### config.mk
export PLATFORM = sky130hd
export DESIGN_NAME = rd_fwft_stage
export DESIGN_NICKNAME = d
export VERILOG_FILES = /design/src/rtl/rd_fwft_stage.sv
export SDC_FILE = /design/constraint.sdc
export NUM_CORES = 1
export LEC_CHECK = 0
export CAP_MARGIN = 15
export CORE_AREA = 2 2 48 50
export DETAILED_ROUTE_END_ITERATION = 10
export DIE_AREA = 0 0 50 52
export PLACE_DENSITY_LB_ADDON = 0.08
export SLEW_MARGIN = 0
export SYNTH_ARGS = -nofsm -noshare
export SYNTH_HDL_FRONTEND = slang
export SYNTH_SLANG_ARGS = --single-unit
### constraint.sdc
create_clock -name rd_clk -period 2.1 [get_ports rd_clk]
set_clock_uncertainty 0.1 [all_clocks]
set_input_delay 0.315 -clock rd_clk [delete_from_list [all_inputs] [get_ports rd_clk]]
set_output_delay 0.315 -clock rd_clk [all_outputs]
set_load 0.02 [all_outputs]
### src/rtl/rd_fwft_stage.sv
// rd_fwft_stage
// Read-side first-word-fall-through output stage of the asynchronous FIFO.
// Converts the FIFO empty flag / increment strobe into a valid/ready stream.
// A two-entry registered buffer (head + skid) lets the fetch decision depend
// only on local state, so out_ready never reaches the read pointers
// combinationally while one word per cycle is still sustained.

module rd_fwft_stage #(
    parameter int DATA_SIZE = 8
) (
    input  logic                 rd_clk,
    input  logic                 rd_rstn,
    input  logic                 rd_empty,
    input  logic [DATA_SIZE-1:0] rd_data,
    output logic                 rd_inc,
    output logic                 out_valid,
    input  logic                 out_ready,
    output logic [DATA_SIZE-1:0] out_data,
    output logic [1:0]           out_count
);

    // Occupancy of the stage; the encoding is the word count itself.
    typedef enum logic [1:0] {
        ST_EMPTY = 2'd0,
        ST_ONE   = 2'd1,
        ST_TWO   = 2'd2
    } cnt_state_t;

    cnt_state_t             cnt_r;
    cnt_state_t             cnt_nx_s;
    logic [DATA_SIZE-1:0]   head_r;
    logic [DATA_SIZE-1:0]   head_nx_s;
    logic [DATA_SIZE-1:0]   skid_r;
    logic [DATA_SIZE-1:0]   skid_nx_s;
    logic                   valid_r;
    logic                   valid_nx_s;
    logic                   push_s;
    logic                   pop_s;

    // Fetch and accept strobes. The fetch uses only registered state and the
    // registered empty flag; the unreachable count of 3 never fetches.
    always_comb begin
        push_s = 1'b0;
        pop_s  = 1'b0;
        if (!rd_empty && ((cnt_r == ST_EMPTY) || (cnt_r == ST_ONE))) begin
            push_s = 1'b1;
        end else begin
            push_s = 1'b0;
        end
        if (valid_r && out_ready) begin
            pop_s = 1'b1;
        end else begin
            pop_s = 1'b0;
        end
    end

    // Next-state and next-data selection for the two-entry buffer.
    always_comb begin
        cnt_nx_s  = cnt_r;
        head_nx_s = head_r;
        skid_nx_s = skid_r;
        case (cnt_r)
            ST_EMPTY: begin
                if (push_s) begin
                    head_nx_s = rd_data;
                    cnt_nx_s  = ST_ONE;
                end else begin
                    cnt_nx_s  = ST_EMPTY;
                end
            end
            ST_ONE: begin
                if (push_s && pop_s) begin
                    head_nx_s = rd_data;
                    cnt_nx_s  = ST_ONE;
                end else if (push_s) begin
                    skid_nx_s = rd_data;
                    cnt_nx_s  = ST_TWO;
                end else if (pop_s) begin
                    cnt_nx_s  = ST_EMPTY;
                end else begin
                    cnt_nx_s  = ST_ONE;
                end
            end
            ST_TWO: begin
                // No fetch is issued in this state, so only a pop can move it.
                if (pop_s) begin
                    head_nx_s = skid_r;
                    cnt_nx_s  = ST_ONE;
                end else begin
                    cnt_nx_s  = ST_TWO;
                end
            end
            default: begin
                // Corrupted state: recover to empty and drop contents.
                cnt_nx_s  = ST_EMPTY;
                head_nx_s = {DATA_SIZE{1'b0}};
                skid_nx_s = {DATA_SIZE{1'b0}};
            end
        endcase
        if (cnt_nx_s != ST_EMPTY) begin
            valid_nx_s = 1'b1;
        end else begin
            valid_nx_s = 1'b0;
        end
    end

    // State and data registers; reset discards any buffered words.
    always_ff @(posedge rd_clk or negedge rd_rstn) begin
        if (!rd_rstn) begin
            cnt_r   <= ST_EMPTY;
            head_r  <= {DATA_SIZE{1'b0}};
            skid_r  <= {DATA_SIZE{1'b0}};
            valid_r <= 1'b0;
        end else begin
            cnt_r   <= cnt_nx_s;
            head_r  <= head_nx_s;
            skid_r  <= skid_nx_s;
            valid_r <= valid_nx_s;
        end
    end

    assign rd_inc    = push_s;
    assign out_valid = valid_r;
    assign out_data  = head_r;
    assign out_count = cnt_r;

endmodule

==> results.cfg <==
[die]
pin_count = 24
die_w_um = 50
dieHeight_um = 52
dieArea_um2 = 2600
fp-row-count = 17
core_um2 = 2110
start_util_pct = 43.0

[synthesis]
synth_top_area_share_pct = 52.5
synth_common_cells = 19 x dfrtp_1, 9 x a21oi_1, 9 x inv_1
yosysMostFrequentCell = dfrtp_1
synth_cell_type_count = 21
syn_nets = 93
yosysTopAreaCell = dfrtp_1
synth_edf_count = 0
synth.avg_cell_area_um2 = 11.3
synth-warning-count = 0
yosysSeqAreaShare_pct = 52.5
synthFlopType = dfrtp_1
ys_async_sr_fraction_pct = 100
netlist_area_um2 = 906
yosys-top-cells-area = dfrtp_1 52%, mux2_2 9.9%, mux2i_1 8.8%, nor2b_1 5.5%, a21oi_1 5.0%
postSynthCellCount = 80
synth-seq-cells = 19

[power_and_ir_drop]
power.density_nw_per_um2 = 1560
pwr-share-seq_pct = 36.5
power.total_mw = 1.92
power.share.clock_pct = 9.5
leakage_nw = 0.556
combPwrFrac_pct = 54.0
switching_share_pct = 38.8
irDropWorstVdd_v = 0.000742
switching_power_mw = 0.744
p_int_mw = 1.17

[global_routing]
grt_pass1_wl_um = 2970
track_usage_pct = 15.6
antenna_found_initial = 0
grt_pass1_vias = 651
grt_max_degree = 20
grt_overflow = 0

[placement]
numPortBuffers = 23
gp_congestion = 0.800
dpl.hpwl_um = 1240

[sta]
fmax_ghz = 0.504
rsz0062_at_grt = no
fin_crit_sh_pct = 94.5
period_needed_ns = 1.99
maxSlewViolCount = 0
slew_headroom_pct = 60.0
setup_viol = 0
fin_setup_tns_ns = 0
hold_violations = 0
tightest_slew_ns = 0.599

[layout]
antenna_cells = 0
areaGrowthSynthToFinish_pct = 35.9
final_net_count = 123
drive_gt1_share_pct = 19.3

[routing]
wirelength_um = 1700
drtAntennaViolNets = 0
dr.pass1.iters = 4
routedWlPerCell_um = 12.4
vias_per_cell = 4.81
drt_iter0_markers = 8
num_vias = 659
drc = 0

[critical_path]
rr_endpoint = out_data[5]$_DFFE_PN0P_
r2r_start = out_valid$_DFF_PN0_
start_kind = register
required_ns = 1.68
reg2reg_slack_ns = 0.37
reg2reg_depth = 5
crit_type = reg -> out
arrival_ns = 1.57
cp-end-kind = primary output
cp_max_fo = 10

[run]
max_cap_viol_count = 0

[run_status]
status = complete, no violations

[worst_hold_path]
hold_path.class = in -> async

[cts]
cts.clk_slew.worst_paths_ns = 0.11
cts_tree = built
cts_root_buf = clkbuf_4
cts.sinks = 19
clk_path_buf_depth = 2
clk_latency_ns = 0.29
h-tree-depth = 1
cts_buffers = 3
cts-hold-fix-buffers = 0
-- repair_timing --
item,in CTS,in global routing
buffers inserted,0,0
endpoints found under the setup margin,0,1
gates resized for setup,0,1
-- cell usage in the layout (no fill, tap or decap), types with 3 or more instances in the layout --
| cell | Yosys | routed |
|---|---|---|
| clkdlybuf4s50_1 | 0 | 23 |
| dfrtp_1 | 19 | 18 |
| a21oi_1 | 9 | 9 |
| inv_1 | 9 | 9 |
| nor2b_1 | 8 | 8 |
| mux2i_1 | 8 | 8 |
| mux2_2 | 8 | 8 |
| buf_4 | 0 | 5 |
| nor2_1 | 4 | 3 |
| clkbuf_4 | 0 | 3 |
-- metrics by stage --
step	instance area [um2]	setup slack (ns)	hold slack, ns	instances	utilization (%)
after global routing	1230	0.0517	0.298	137	58.5
after floorplan	913	0.0378	-0.0806	80	-
after detailed placement	1200	0.0336	0.394	133	57.2
after global placement	1200	0.0474	0.388	133	57.2
after CTS	1230	0.00371	0.262	137	58.4
final	1230	0.115	0.260	137	58.5
-- logic make-up (layout without fill, tap and decap cells) --
| group | after synthesis | in the layout | share of synthesized area, % |
|---|---|---|---|
| compound gates | 16 | 16 | 12.2 |
| fa+ha+maj | 1 | 1 | 1.38 |
| buf+inv | 12 | 41 | 5.11 |
| flops | 19 | 19 | 52.5 |
| mux | 16 | 16 | 18.8 |
| simple gates | 16 | 16 | 10.1 |
-- state kept, by name (all words and copies together) (netlist names) --
signal	cells
out_data	8
skid_r	8
out_count	2
out_valid	1
-- worst max-delay path, stage by stage, from the launching register on --
cell,delay [ns]
dfrtp_2,0.51
nor2_4,0.15
clkdlybuf4s50_1,0.62
-- power by group through the flow --
stage / logic [mW] / clock network, mW / registers (mW)
2_1_floorplan: 0.561 / 0 / 0.786
3_3_place_gp: 1.04 / 0 / 0.704
3_5_place_dp: 1.04 / 0 / 0.713
4_1_cts: 1.05 / 0.190 / 0.704
5_1_grt: 1.13 / 0.204 / 0.727
6_report: 1.04 / 0.182 / 0.700
-- worst max path at each step --
stage,startpoint,slack [ns],cells past startpoint,to
2_1_floorplan,out_count[1]$_DFF_PN0_,0.04,6,skid_r[0]$_DFFE_PN0P_
3_3_place_gp,rd_empty,0.05,6,out_data[5]$_DFFE_PN0P_
4_1_cts,out_count[1]$_DFF_PN0_,0.004,2,rd_inc
6_report,out_count[1]$_DFF_PN0_,0.11,2,rd_inc
5_1_grt,out_count[1]$_DFF_PN0_,0.05,2,rd_inc
3_5_place_dp,rd_empty,0.03,6,out_data[1]$_DFFE_PN0P_
-- layout make-up --
type	count	area, um2
inverters	9	33.8
repair buffers	28	268
well taps	28	35.0
fillers	175	875
multi-input cells	49	392
clock buffers	4	26.3
flip-flops and latches	19	477
-- layer usage --
layer	routed length [um]	global-route usage [%]
met2	857	25.4
met4	12	6.94
met5	0	0
met3	54	2.59
met1	771	20.3
(Power assumes the default switching activity.)
